--- src/rtl/key_event_pkg.sv ---
// key_event_pkg
//   Shared types and default constants for the key/switch event generator.
//   key_state_t : per-key FSM state (IDLE, HELD, REPEAT)
//   DEF_*       : default timing for a 50 MHz clock (1 s long-press,
//                 200 ms auto-repeat) and a hold-counter wide enough for both.
package key_event_pkg;

  typedef enum logic [1:0] {
    IDLE   = 2'd0,
    HELD   = 2'd1,
    REPEAT = 2'd2
  } key_state_t;

  localparam int DEF_LONG_CYCLES   = 50000000;
  localparam int DEF_REPEAT_CYCLES = 10000000;
  localparam int DEF_CNT_W         = 26;

endpackage

--- src/rtl/key_event_chan.sv ---
// key_event_chan
//   One push-button channel: previous-sample register, press/release edge
//   detection, hold FSM with counter, and four registered one-cycle strobes.
// Ports:
//   clk        : system clock
//   reset      : synchronous active-high reset
//   primed_i   : high once the previous-sample register holds a real sample
//   key_n_i    : debounced key level, 0 = pressed
//   press_o    : strobe on press edge (from IDLE)
//   release_o  : strobe on release of a reported press
//   long_o     : strobe when the hold reaches LONG_CYCLES
//   repeat_o   : strobe every REPEAT_CYCLES after long_o while held
module key_event_chan
  import key_event_pkg::*;
#(
  parameter int LONG_CYCLES   = DEF_LONG_CYCLES,
  parameter int REPEAT_CYCLES = DEF_REPEAT_CYCLES,
  parameter int CNT_W         = DEF_CNT_W
) (
  input  logic clk,
  input  logic reset,
  input  logic primed_i,
  input  logic key_n_i,
  output logic press_o,
  output logic release_o,
  output logic long_o,
  output logic repeat_o
);

  localparam logic [CNT_W-1:0] LONG_LAST   = CNT_W'(LONG_CYCLES - 1);
  localparam logic [CNT_W-1:0] REPEAT_LAST = CNT_W'(REPEAT_CYCLES - 1);

  key_state_t       state_q;
  logic [CNT_W-1:0] cnt_q;
  logic             prev_q;
  logic             press_q, release_q, long_q, repeat_q;

  logic press_edge_d, rel_edge_d;

  // Active-low input: 1 -> 0 is a press, 0 -> 1 is a release.
  assign press_edge_d = prev_q & ~key_n_i;
  assign rel_edge_d   = ~prev_q & key_n_i;

  always_ff @(posedge clk) begin
    if (reset) begin
      state_q   <= IDLE;
      cnt_q     <= '0;
      prev_q    <= 1'b1;
      press_q   <= 1'b0;
      release_q <= 1'b0;
      long_q    <= 1'b0;
      repeat_q  <= 1'b0;
    end else begin
      // The sample register always loads; on the priming edge it is the
      // only thing that happens, so no edge is ever seen against reset junk.
      prev_q    <= key_n_i;
      press_q   <= 1'b0;
      release_q <= 1'b0;
      long_q    <= 1'b0;
      repeat_q  <= 1'b0;
      if (primed_i) begin
        unique case (state_q)
          IDLE: begin
            // A release edge here belongs to a press made before reset and
            // is deliberately ignored.
            if (press_edge_d) begin
              press_q <= 1'b1;
              cnt_q   <= '0;
              state_q <= HELD;
            end
          end
          HELD: begin
            // Release is tested first so it wins over a long-press due now.
            if (rel_edge_d) begin
              release_q <= 1'b1;
              cnt_q     <= '0;
              state_q   <= IDLE;
            end else if (cnt_q == LONG_LAST) begin
              long_q  <= 1'b1;
              cnt_q   <= '0;
              state_q <= REPEAT;
            end else begin
              cnt_q <= cnt_q + 1'b1;
            end
          end
          REPEAT: begin
            if (rel_edge_d) begin
              release_q <= 1'b1;
              cnt_q     <= '0;
              state_q   <= IDLE;
            end else if (cnt_q == REPEAT_LAST) begin
              repeat_q <= 1'b1;
              cnt_q    <= '0;
            end else begin
              cnt_q <= cnt_q + 1'b1;
            end
          end
          default: begin
            cnt_q   <= '0;
            state_q <= IDLE;
          end
        endcase
      end
    end
  end

  assign press_o   = press_q;
  assign release_o = release_q;
  assign long_o    = long_q;
  assign repeat_o  = repeat_q;

endmodule

--- src/rtl/key_event_gen.sv ---
// key_event_gen
//   Turns debounced KEY/SW levels into registered levels and one-cycle
//   event strobes for user logic. Same clock domain as the debouncer.
// Ports:
//   clk       : system clock (50 MHz)
//   reset     : synchronous active-high reset
//   iKEY      : debounced key levels, 0 = pressed
//   iSW       : debounced switch levels
//   oKEY_LVL  : registered pressed level, 1 = pressed
//   oPRESS    : per-key press strobe
//   oRELEASE  : per-key release strobe (only for a reported press)
//   oLONG     : per-key long-press strobe
//   oREPEAT   : per-key auto-repeat strobe
//   oSW_LVL   : registered switch levels
//   oSW_CHG   : per-switch change strobe
module key_event_gen
  import key_event_pkg::*;
#(
  parameter int N_KEY         = 4,
  parameter int N_SW          = 10,
  parameter int LONG_CYCLES   = DEF_LONG_CYCLES,
  parameter int REPEAT_CYCLES = DEF_REPEAT_CYCLES,
  parameter int CNT_W         = DEF_CNT_W
) (
  input  logic             clk,
  input  logic             reset,
  input  logic [N_KEY-1:0] iKEY,
  input  logic [N_SW-1:0]  iSW,
  output logic [N_KEY-1:0] oKEY_LVL,
  output logic [N_KEY-1:0] oPRESS,
  output logic [N_KEY-1:0] oRELEASE,
  output logic [N_KEY-1:0] oLONG,
  output logic [N_KEY-1:0] oREPEAT,
  output logic [N_SW-1:0]  oSW_LVL,
  output logic [N_SW-1:0]  oSW_CHG
);

  logic             primed_q;
  logic [N_KEY-1:0] key_lvl_q;
  logic [N_SW-1:0]  sw_prev_q;
  logic [N_SW-1:0]  sw_lvl_q;
  logic [N_SW-1:0]  sw_chg_q;

  always_ff @(posedge clk) begin
    if (reset) begin
      primed_q  <= 1'b0;
      key_lvl_q <= '0;
      sw_prev_q <= '0;
      sw_lvl_q  <= '0;
      sw_chg_q  <= '0;
    end else begin
      primed_q  <= 1'b1;
      sw_prev_q <= iSW;
      if (primed_q) begin
        key_lvl_q <= ~iKEY;
        sw_lvl_q  <= iSW;
        sw_chg_q  <= iSW ^ sw_prev_q;
      end else begin
        key_lvl_q <= '0;
        sw_lvl_q  <= '0;
        sw_chg_q  <= '0;
      end
    end
  end

  for (genvar g = 0; g < N_KEY; g++) begin : g_key
    key_event_chan #(
      .LONG_CYCLES  (LONG_CYCLES),
      .REPEAT_CYCLES(REPEAT_CYCLES),
      .CNT_W        (CNT_W)
    ) u_chan (
      .clk      (clk),
      .reset    (reset),
      .primed_i (primed_q),
      .key_n_i  (iKEY[g]),
      .press_o  (oPRESS[g]),
      .release_o(oRELEASE[g]),
      .long_o   (oLONG[g]),
      .repeat_o (oREPEAT[g])
    );
  end

  assign oKEY_LVL = key_lvl_q;
  assign oSW_LVL  = sw_lvl_q;
  assign oSW_CHG  = sw_chg_q;

endmodule

--- config.mk ---
export PLATFORM = sky130hd
export DESIGN_NAME = key_event_gen
export DESIGN_NICKNAME = d
export VERILOG_FILES = /design/src/rtl/key_event_pkg.sv /design/src/rtl/key_event_chan.sv /design/src/rtl/key_event_gen.sv
export SDC_FILE = /design/constraint.sdc
export NUM_CORES = 1
export LEC_CHECK = 0
export BUFFER_PORTS_ARGS = -buffer_cell sky130_fd_sc_hd__clkbuf_2
export CORE_MARGIN = 3
export CORE_UTILIZATION = 55
export DETAILED_ROUTE_END_ITERATION = 8
export PLACE_DENSITY = 0.75
export SYNTH_ARGS = -nofsm -noshare
export SYNTH_HDL_FRONTEND = slang
export SYNTH_SLANG_ARGS = --single-unit
--- constraint.sdc ---
create_clock -name clk -period 2.9 [get_ports clk]
set_input_delay 0.145 -clock clk [delete_from_list [all_inputs] [get_ports clk]]
set_output_delay 0.145 -clock clk [all_outputs]
set_load 0.02 [all_outputs]
# Word level (Yosys, flattened, before mapping)
# Cells that the tools add are included.
# classes
bitwise,35
eq_ne,28
n_mux,61
add_sub_neg,4
reduce_logical,33
# op_table
op,n
$mux W26,20
$pmux W26 S3,4
$add A26 B1 Y26 const B,4
$eq A26 B24 Y1 const B,4
$eq A26 B26 Y1 const B,4
$mux W2,16
$reduce_or A4 Y1,8
$not A1 Y1,25
$pmux W2 S3,4
$reduce_or A3 Y1,8
$mux W1,17
$ne A2 B1 Y1 const B,8
$reduce_and A4 Y1,4
$ne A3 B1 Y1 const B,4
$reduce_or A2 Y1,5
$xor A10 B10 Y10,1
$and A1 B1 Y1,8
$eq A2 B1 Y1 const B,4
$eq A2 B2 Y1 const B,4
$logic_not A2 Y1,4
$reduce_and A2 Y1,4
$not A4 Y4,1
# word_totals
wordCells,194
input_bits,16
output_inout_bits,40
ff_bits,167

# Depth between registers and ports, before layout
# Gate-level depths: netlist of the first run.
# depth
ltp_word,4
ltp_mapped,10
mapped_depth_nobuf,8

# Hierarchy
# Synthesis of the first run repeated with hierarchy kept, for this count alone.
# unflattened
hier_cells,882
hier_area_um2,7812.5
# by_module_without_submodules
module,seq_area_each_um2,area_each_um2,cells_per_inst,n_inst
key_event_chan at g_key[0].u_chan ...,660.6,1699.1,202,3
key_event_chan at g_key[3].u_chan,660.6,1700.4,192,1
key_event_gen,700.7,1014.7,84,1

# Least setup slack after synthesis of the first run
# No wires, ideal clock.
# synth_timing
path_type,reg-to-reg
start,register g_key[0].u_chan.cnt_q[8]
end,register g_key[0].u_chan.cnt_q[21]
synth_period_minus_slack_ns,2.160
slack_ns,0.740
setup_time_ns,0.114
arrival_time_ns,2.046
stages_incl_launch_ff,8
n_path_buf,1
required_time_ns,2.786
cell_sequence,dfxtp_1 > or4_1 > or4_4 > o21ba_1 > o21ai_4 > buf_6 > nor3_1 > a21o_1
# synth_between
elab_chain_len,4
word_cells_on_any_way,8
classes_between,1 x add/sub; 2 x eq/ne; 5 x mux
# synth_lines
element,line,rtl
start: declaration,key_event_chan.sv:34,logic [CNT_W-1:0] cnt_q;
start signal: assignment,key_event_chan.sv:83,cnt_q <= cnt_q + 1'b1;
start signal: assignment,key_event_chan.sv:95,cnt_q <= cnt_q + 1'b1;
$add A26 B1 Y26 (tied with other cells),"key_event_chan.sv:83, key_event_chan.sv:95",
"$mux W26, on equally long branches","key_event_chan.sv:91, key_event_chan.sv:78",
"$mux W26, on equally long branches","key_event_chan.sv:87, key_event_chan.sv:74",
$pmux W26 S3 *,key_event_chan.sv:62,unique case (state_q)
# Mark *: on every way between the ends. The rest lies on a longest branch, timed or not.
# A chain may end at the register's enable or synchronous reset.

# Final worst setup path of the first run
# layout_timing
start,register g_key[1].u_chan.cnt_q[0]
end,register g_key[1].u_chan.cnt_q[22]
# layout_between
elab_chain_len,4
word_cells_on_any_way,8
classes_between,1 x add/sub; 2 x eq/ne; 5 x mux
# layout_lines
element,line
start: declaration,key_event_chan.sv:34
start signal: assignment,key_event_chan.sv:83
start signal: assignment,key_event_chan.sv:95
$add A26 B1 Y26 (tied with other cells),"key_event_chan.sv:83, key_event_chan.sv:95"
"$mux W26, on equally long branches","key_event_chan.sv:91, key_event_chan.sv:78"
"$mux W26, on equally long branches","key_event_chan.sv:87, key_event_chan.sv:74"
$pmux W26 S3 *,key_event_chan.sv:62
# Marked as above.

==> results.sh, run 1 <==
export IMPL_outcome="finished, final reports clean"
export IMPL_cp_startpoint="g_key[1].u_chan.cnt_q[0]$_SDFFE_PP0P_"
export IMPL_hold_viol=0
export IMPL_die_w_um=128
export IMPL_rsz0062_at_grt="no"
export IMPL_clockBufferDepth=2
export IMPL_dieArea_um2=16500
export IMPL_clkTransAtPathRegs_ns=0.06
export IMPL_finalPower_mw=4.91
export IMPL_ant_nets=0
export IMPL_cts_root_buf="clkbuf_16"
export IMPL_yosysSeqAreaShare=0.406
export IMPL_fin_crit_sh=0.919
export IMPL_drtPass1Iterations=5
export IMPL_synth_top_cell_by_area="dfxtp_1"
export IMPL_antenna_found_initial=0
export IMPL_slew_headroom=0.216
export IMPL_ir_drop_mv=0.434
export IMPL_antenna_cells=0
export IMPL_syn_area_um2=8230
export IMPL_die_h_um=128
export IMPL_place_inst=1205
export IMPL_synth_top_area_share=0.406
export IMPL_maxSlewViolCount=0
export IMPL_synth_common_cells="dfxtp_1, nand2_1, nand3_1"
export IMPL_avgSynthCellArea_um2=8.26
export IMPL_clock_sinks=167
export IMPL_synthTopCellsByArea="dfxtp_1, nand3_1, nand2_1"
export IMPL_cts_htree_levels=4
export IMPL_worst_pin_slew_ns=1.18
export IMPL_grt_max_degree=61
export IMPL_vias_per_cell=5.84
export IMPL_seq_area_um2=3340
export IMPL_grt_pass1_vias=6721
export IMPL_numCtsBuffers=17
export IMPL_ys_ff_latch=167
export IMPL_cts_tree="built"
export IMPL_worst_setup_path_start_kind="flip-flop"
export IMPL_max_cap_viol_count=0
export IMPL_ios=56
export IMPL_path_class="reg -> reg"
export IMPL_p_leak_nw=3.37
export IMPL_wl_per_cell_um=15.3
export IMPL_grt_pass1_wl_um=32000
export IMPL_rr_endpoint="g_key[1].u_chan.cnt_q[22]$_SDFFE_PP0P_"
export IMPL_core_area_um2=14600
export IMPL_portBuffers=55
export IMPL_drt_iter0_markers=612
export IMPL_holdCritPathClass="in -> reg"
export IMPL_finalNonFillerCells=1251
export IMPL_num_vias=7309
export IMPL_start_util=0.564
export IMPL_clk_latency_ns=0.43
export IMPL_yosysWarnings=0
export IMPL_skew_ns=0.00582
export IMPL_dp_hpwl_um=13000
export IMPL_cp_required_ns=3.21
export IMPL_gr_total_overflow=0
export IMPL_max_freq_ghz=0.375
export IMPL_synth_edf_count=0
export IMPL_worst_ep_arrival_time_ns=2.97
export IMPL_finalWeightedCongestion=0.907
export IMPL_drc=0
export IMPL_worstSetupEndpointType="flip-flop"
export IMPL_r2r_setup_slack_ns=0.24
export IMPL_track_usage=0.234
export IMPL_synthCells=996
export IMPL_synth_cell_types=64
export IMPL_setup_violations=0
export IMPL_endpoint="g_key[1].u_chan.cnt_q[22]$_SDFFE_PP0P_"
export IMPL_reg2regPathDepth=7
export IMPL_drt_total_wl_um=19200
export IMPL_worstReg2RegStart="g_key[1].u_chan.cnt_q[0]$_SDFFE_PP0P_"
export IMPL_drive_gt1_frac=0.125
export IMPL_synth_nets=1032
export IMPL_powerDensity_nw_per_um2=526
export IMPL_fillers=1167
export IMPL_multi_input_area_um2=4510
export IMPL_post_cts_buffers=0
export IMPL_finalSetupTns_ns=0
export IMPL_critPathMaxFanout=22
export IMPL_nets=1090
export IMPL_min_period_ns=2.66
export IMPL_rows=44
export IMPL_synth_main_ff_cell="dfxtp_1"
export IMPL_synth_most_common_cell="dfxtp_1"
export IMPL_ys_async_sr_fraction=0
export IMPL_area_growth_pct=13.6
## cell families after synthesis
group	after synthesis	synth area share
buffers and inverters	80	0.0468
and+or+nand+nor	544	0.355
DFF	167	0.406
muxes	9	0.0111
adders and majority gates	20	0.0304
AOI/OAI and AO/OA	136	0.107
xor gates and xnor gates	40	0.0426
## per-layer routing
layer  routed length (um)  GRT usage
met1                 9100      0.319
met2                 8830      0.376
met5                    0          0
met4                  296     0.0824
met3                  956     0.0404
## flip-flops by register name, summed over array words and instances, names as in the netlist
signal / count
g_key.u_chan.cnt_q: 104
oSW_CHG: 10
oSW_LVL: 10
sw_prev_q: 10
g_key.u_chan.state_q: 8
g_key.u_chan.long_o: 4
g_key.u_chan.press_o: 4
g_key.u_chan.prev_q: 4
g_key.u_chan.release_o: 4
g_key.u_chan.repeat_o: 4
oKEY_LVL: 4
primed_q: 1
## per-stage QoR
step | util | hold WS (ns) | worst slack (ns) | area (um2)
floorplan | - | 0.225 | 0.740 | 8230
global placement | 0.591 | 0.390 | 0.0498 | 8620
detailed placement | 0.591 | 0.385 | 0.0336 | 8620
finish | 0.641 | 0.132 | 0.235 | 9350
global route | 0.641 | 0.118 | 0.0509 | 9350
CTS | 0.640 | 0.0996 | 0.0184 | 9340
## cells in the final DEF, fill, tap and decap left out, types with 16 or more instances in the layout
master	count
nand4_1	36
or4_1	16
buf_4	21
dfxtp_1	167
nor2b_1	21
nand2_1	115
nor2_1	88
clkbuf_16	17
a31oi_1	17
xnor2_1	22
nand3_1	94
nor3_1	25
xor2_1	18
ha_1	20
a21oi_1	33
inv_1	29
nor4_1	16
and2_1	19
clkbuf_2	55
and3_1	22
o21ai_0	28
## critical path, stage by stage (launching register included)
cell	delay (ns)
dfxtp_1	0.40
ha_1	0.21
nand3_1	0.16
nor4_2	0.55
a31oi_1	0.17
o21a_1	0.49
and3_1	0.28
a221o_1	0.26
## area by class of cell
type	instances	area share
multi-input cells	749	0.483
flip-flops and latches	167	0.358
repair buffers	90	0.0613
clock buffers	18	0.0459
well taps	184	0.0246
clock inverters	14	0.0163
inverters	29	0.0116
## where the power goes
| part | switching (mW) | total, mW | internal, mW | leakage (nW) |
|---|---|---|---|---|
| sequential | 0.0157 | 2.35 | 2.33 | 1.35 |
| clock | 0.961 | 2.24 | 1.27 | 0.273 |
| combinational | 0.216 | 0.333 | 0.118 | 1.74 |
## what timing repair did
item                                    CTS  global route
hold endpoints to repair                 36             0
hold buffers                             14             0
resized for setup                         0             1
endpoints found under the setup margin    0             9
## how the worst min path moves through the flow
stage,to,startpoint,slack [ns],cells past startpoint
6_report,g_key[1].u_chan.state_q[1]$_SDFFE_PP0P_,reset,0.13,2
5_1_grt,g_key[1].u_chan.state_q[1]$_SDFFE_PP0P_,reset,0.12,2
4_1_cts,g_key[1].u_chan.state_q[1]$_SDFFE_PP0P_,reset,0.1,2
3_5_place_dp,oKEY_LVL[0]$_SDFF_PP0_,iKEY[0],0.38,2
3_3_place_gp,oKEY_LVL[0]$_SDFF_PP0_,iKEY[0],0.39,2
2_1_floorplan,oKEY_LVL[0]$_SDFF_PP0_,iKEY[0],0.23,1
No activity file was read; power rests on OpenSTA's default activity.
==> run 2, diff against run 1 <==
- clock period: 2.9 -> 2.8 ns (I/O delays scaled with it)
==> run 2 against run 1 <==
Cell area rose by 0.32%. Sequential power rose by 3%. Total power grew 4.2%. Fmax increased by 2.9%. Global-route usage fell by 0.089 points. Critical path depth unchanged. Largest power group unchanged.
==> results.sh, run 2 (synthesis gave the netlist of run 1 again) <==
export IMPL_outcome="finished, final reports clean"
export IMPL_critPathMaxFanout=16
export IMPL_wl_per_cell_um=15.1
export IMPL_regMostFlops="g_key.u_chan.cnt_q"
export IMPL_path_class="reg -> reg"
export IMPL_skew_ns=0.00678
export IMPL_drc=0
export IMPL_nets=1091
export IMPL_switching_share=0.237
export IMPL_core_area_um2=14600
export IMPL_path_cells="nand4_1 > or4b_1 > o31ai_1 > a21oi_1 > o21ai_2 > buf_4 > nor2_1"
export IMPL_track_usage=0.234
export IMPL_drt_iter0_markers=607
export IMPL_num_vias=7371
export IMPL_numCtsBuffers=17
export IMPL_holdCritPathClass="in -> reg"
export IMPL_grt_max_degree=36
export IMPL_combPwrFrac=0.067
export IMPL_worst_setup_path_start_kind="flip-flop"
export IMPL_drt_total_wl_um=19000
export IMPL_start_util=0.564
export IMPL_r2r_setup_slack_ns=0.21
export IMPL_cp_startpoint="g_key[3].u_chan.cnt_q[13]$_SDFFE_PP0P_"
export IMPL_ios=56
export IMPL_slowest_delay_ns=0.55
export IMPL_maxSlewViolCount=0
export IMPL_clockBufferDepth=2
export IMPL_setup_violations=0
export IMPL_pwr_share_clk=0.458
export IMPL_p_leak_nw=3.38
export IMPL_antenna_cells=0
export IMPL_slew_headroom=0.153
export IMPL_ir_drop_mv=0.399
export IMPL_cp_slowest_cell="or4b_1"
export IMPL_rows=44
export IMPL_largest_reg_flops=104
export IMPL_cts_hold_buf=14
export IMPL_clock_sinks=167
export IMPL_cp_top_family="compound AO/OA/AOI/OAI gates"
export IMPL_crit_buf_inv=1
export IMPL_fillers=1215
export IMPL_whs_ns=0.0919
export IMPL_worstSetupEndpointType="flip-flop"
export IMPL_fin_crit_sh=0.925
export IMPL_area_growth_pct=14.0
export IMPL_p_switching_mw=1.22
export IMPL_worst_ep_arrival_time_ns=2.90
export IMPL_clk_latency_ns=0.42
export IMPL_cp_required_ns=3.11
export IMPL_grt_pass1_vias=6615
export IMPL_seq_power_share=0.475
export IMPL_die_h_um=128
export IMPL_p_int_mw=3.90
export IMPL_powerDensity_nw_per_um2=546
export IMPL_portBuffers=55
export IMPL_finalWeightedCongestion=0.951
export IMPL_max_cap_viol_count=0
export IMPL_vias_per_cell=5.89
export IMPL_antenna_found_initial=0
export IMPL_cts_htree_levels=4
export IMPL_hold_viol=0
export IMPL_grt_pass1_wl_um=31900
export IMPL_drive_gt1_frac=0.126
export IMPL_cts_tree="built"
export IMPL_worst_pin_slew_ns=1.27
export IMPL_drtPass1Iterations=5
export IMPL_ant_nets=0
export IMPL_layout_commonest_cell="dfxtp_1"
export IMPL_clkTransAtPathRegs_ns=0.06
export IMPL_die_w_um=128
export IMPL_cts_root_buf="clkbuf_16"
export IMPL_dieArea_um2=16500
export IMPL_post_cts_buffers=0
export IMPL_worstHoldStart="reset"
export IMPL_worstReg2RegStart="g_key[3].u_chan.cnt_q[13]$_SDFFE_PP0P_"
export IMPL_final_cell_mix="dfxtp_1, nand2_1, nand3_1, nor2_1, clkbuf_2"
export IMPL_rsz0062_at_grt="no"
export IMPL_dp_hpwl_um=13100
export IMPL_min_period_ns=2.59
export IMPL_finalSetupTns_ns=0
export IMPL_post_cts_resized=0
export IMPL_gr_total_overflow=0
export IMPL_max_freq_ghz=0.386
[run 2: worst paths after layout]
check                           depth (start not counted)                                 endpoint
worst min-delay path                                    2  g_key[0].u_chan.state_q[1]$_SDFFE_PP0P_
worst min register to register                          1    g_key[2].u_chan.cnt_q[6]$_SDFFE_PP0P_
worst max-delay path                                    7   g_key[3].u_chan.cnt_q[14]$_SDFFE_PP0P_
worst max register to register                          7   g_key[3].u_chan.cnt_q[14]$_SDFFE_PP0P_
[run 2: worst register-to-register path, cell delays in order (launching register included)]
cell and delay [ns]:
dfxtp_1 0.42, nand4_1 0.12, or4b_1 0.56, o31ai_1 0.36, a21oi_1 0.46, o21ai_2 0.25
buf_4 0.24, nor2_1 0.08
[run 2: per-stage QoR]
stage / total power [mW] / util / setup slack (ns) / cell area [um2] / instances
after floorplan: 2.70 / - / 0.640 / 8230 / 996
after global placement: 2.80 / 0.592 / 0.414 / 8640 / 1206
after detailed placement: 2.81 / 0.592 / 0.359 / 8640 / 1206
after CTS: 5.15 / 0.643 / 0.266 / 9380 / 1252
after global routing: 5.30 / 0.643 / 0.0287 / 9380 / 1252
final: 5.12 / 0.643 / 0.210 / 9380 / 1252
[run 2: final cells by class]
type | count | area [um2] | area share
clock inverter | 13 | 146 | 0.0156
tap | 184 | 230 | 0.0245
multi-input combinational | 749 | 4500 | 0.480
inverter | 29 | 109 | 0.0116
clock buffer | 19 | 453 | 0.0483
timing repair buffer | 91 | 593 | 0.0632
sequential | 167 | 3340 | 0.356
[run 2: power groups by stage]
| stage | clock (mW) | sequential (mW) | combinational (mW) |
|---|---|---|---|
| 6_report | 2.35 | 2.43 | 0.343 |
| 5_1_grt | 2.49 | 2.43 | 0.381 |
| 4_1_cts | 2.37 | 2.43 | 0.343 |
| 3_5_place_dp | 0 | 2.48 | 0.324 |
| 3_3_place_gp | 0 | 2.48 | 0.321 |
| 2_1_floorplan | 0 | 2.50 | 0.204 |
[run 2: layer usage]
layer,wire length [um],part of all wire,vias to the layer above,global-route usage
met2,8510,0.45,251,0.367
met4,396,0.021,0,0.0811
met3,1080,0.057,40,0.0417
met5,0,0,-,0
met1,8970,0.47,3404,0.324
li1,-,-,3676,-
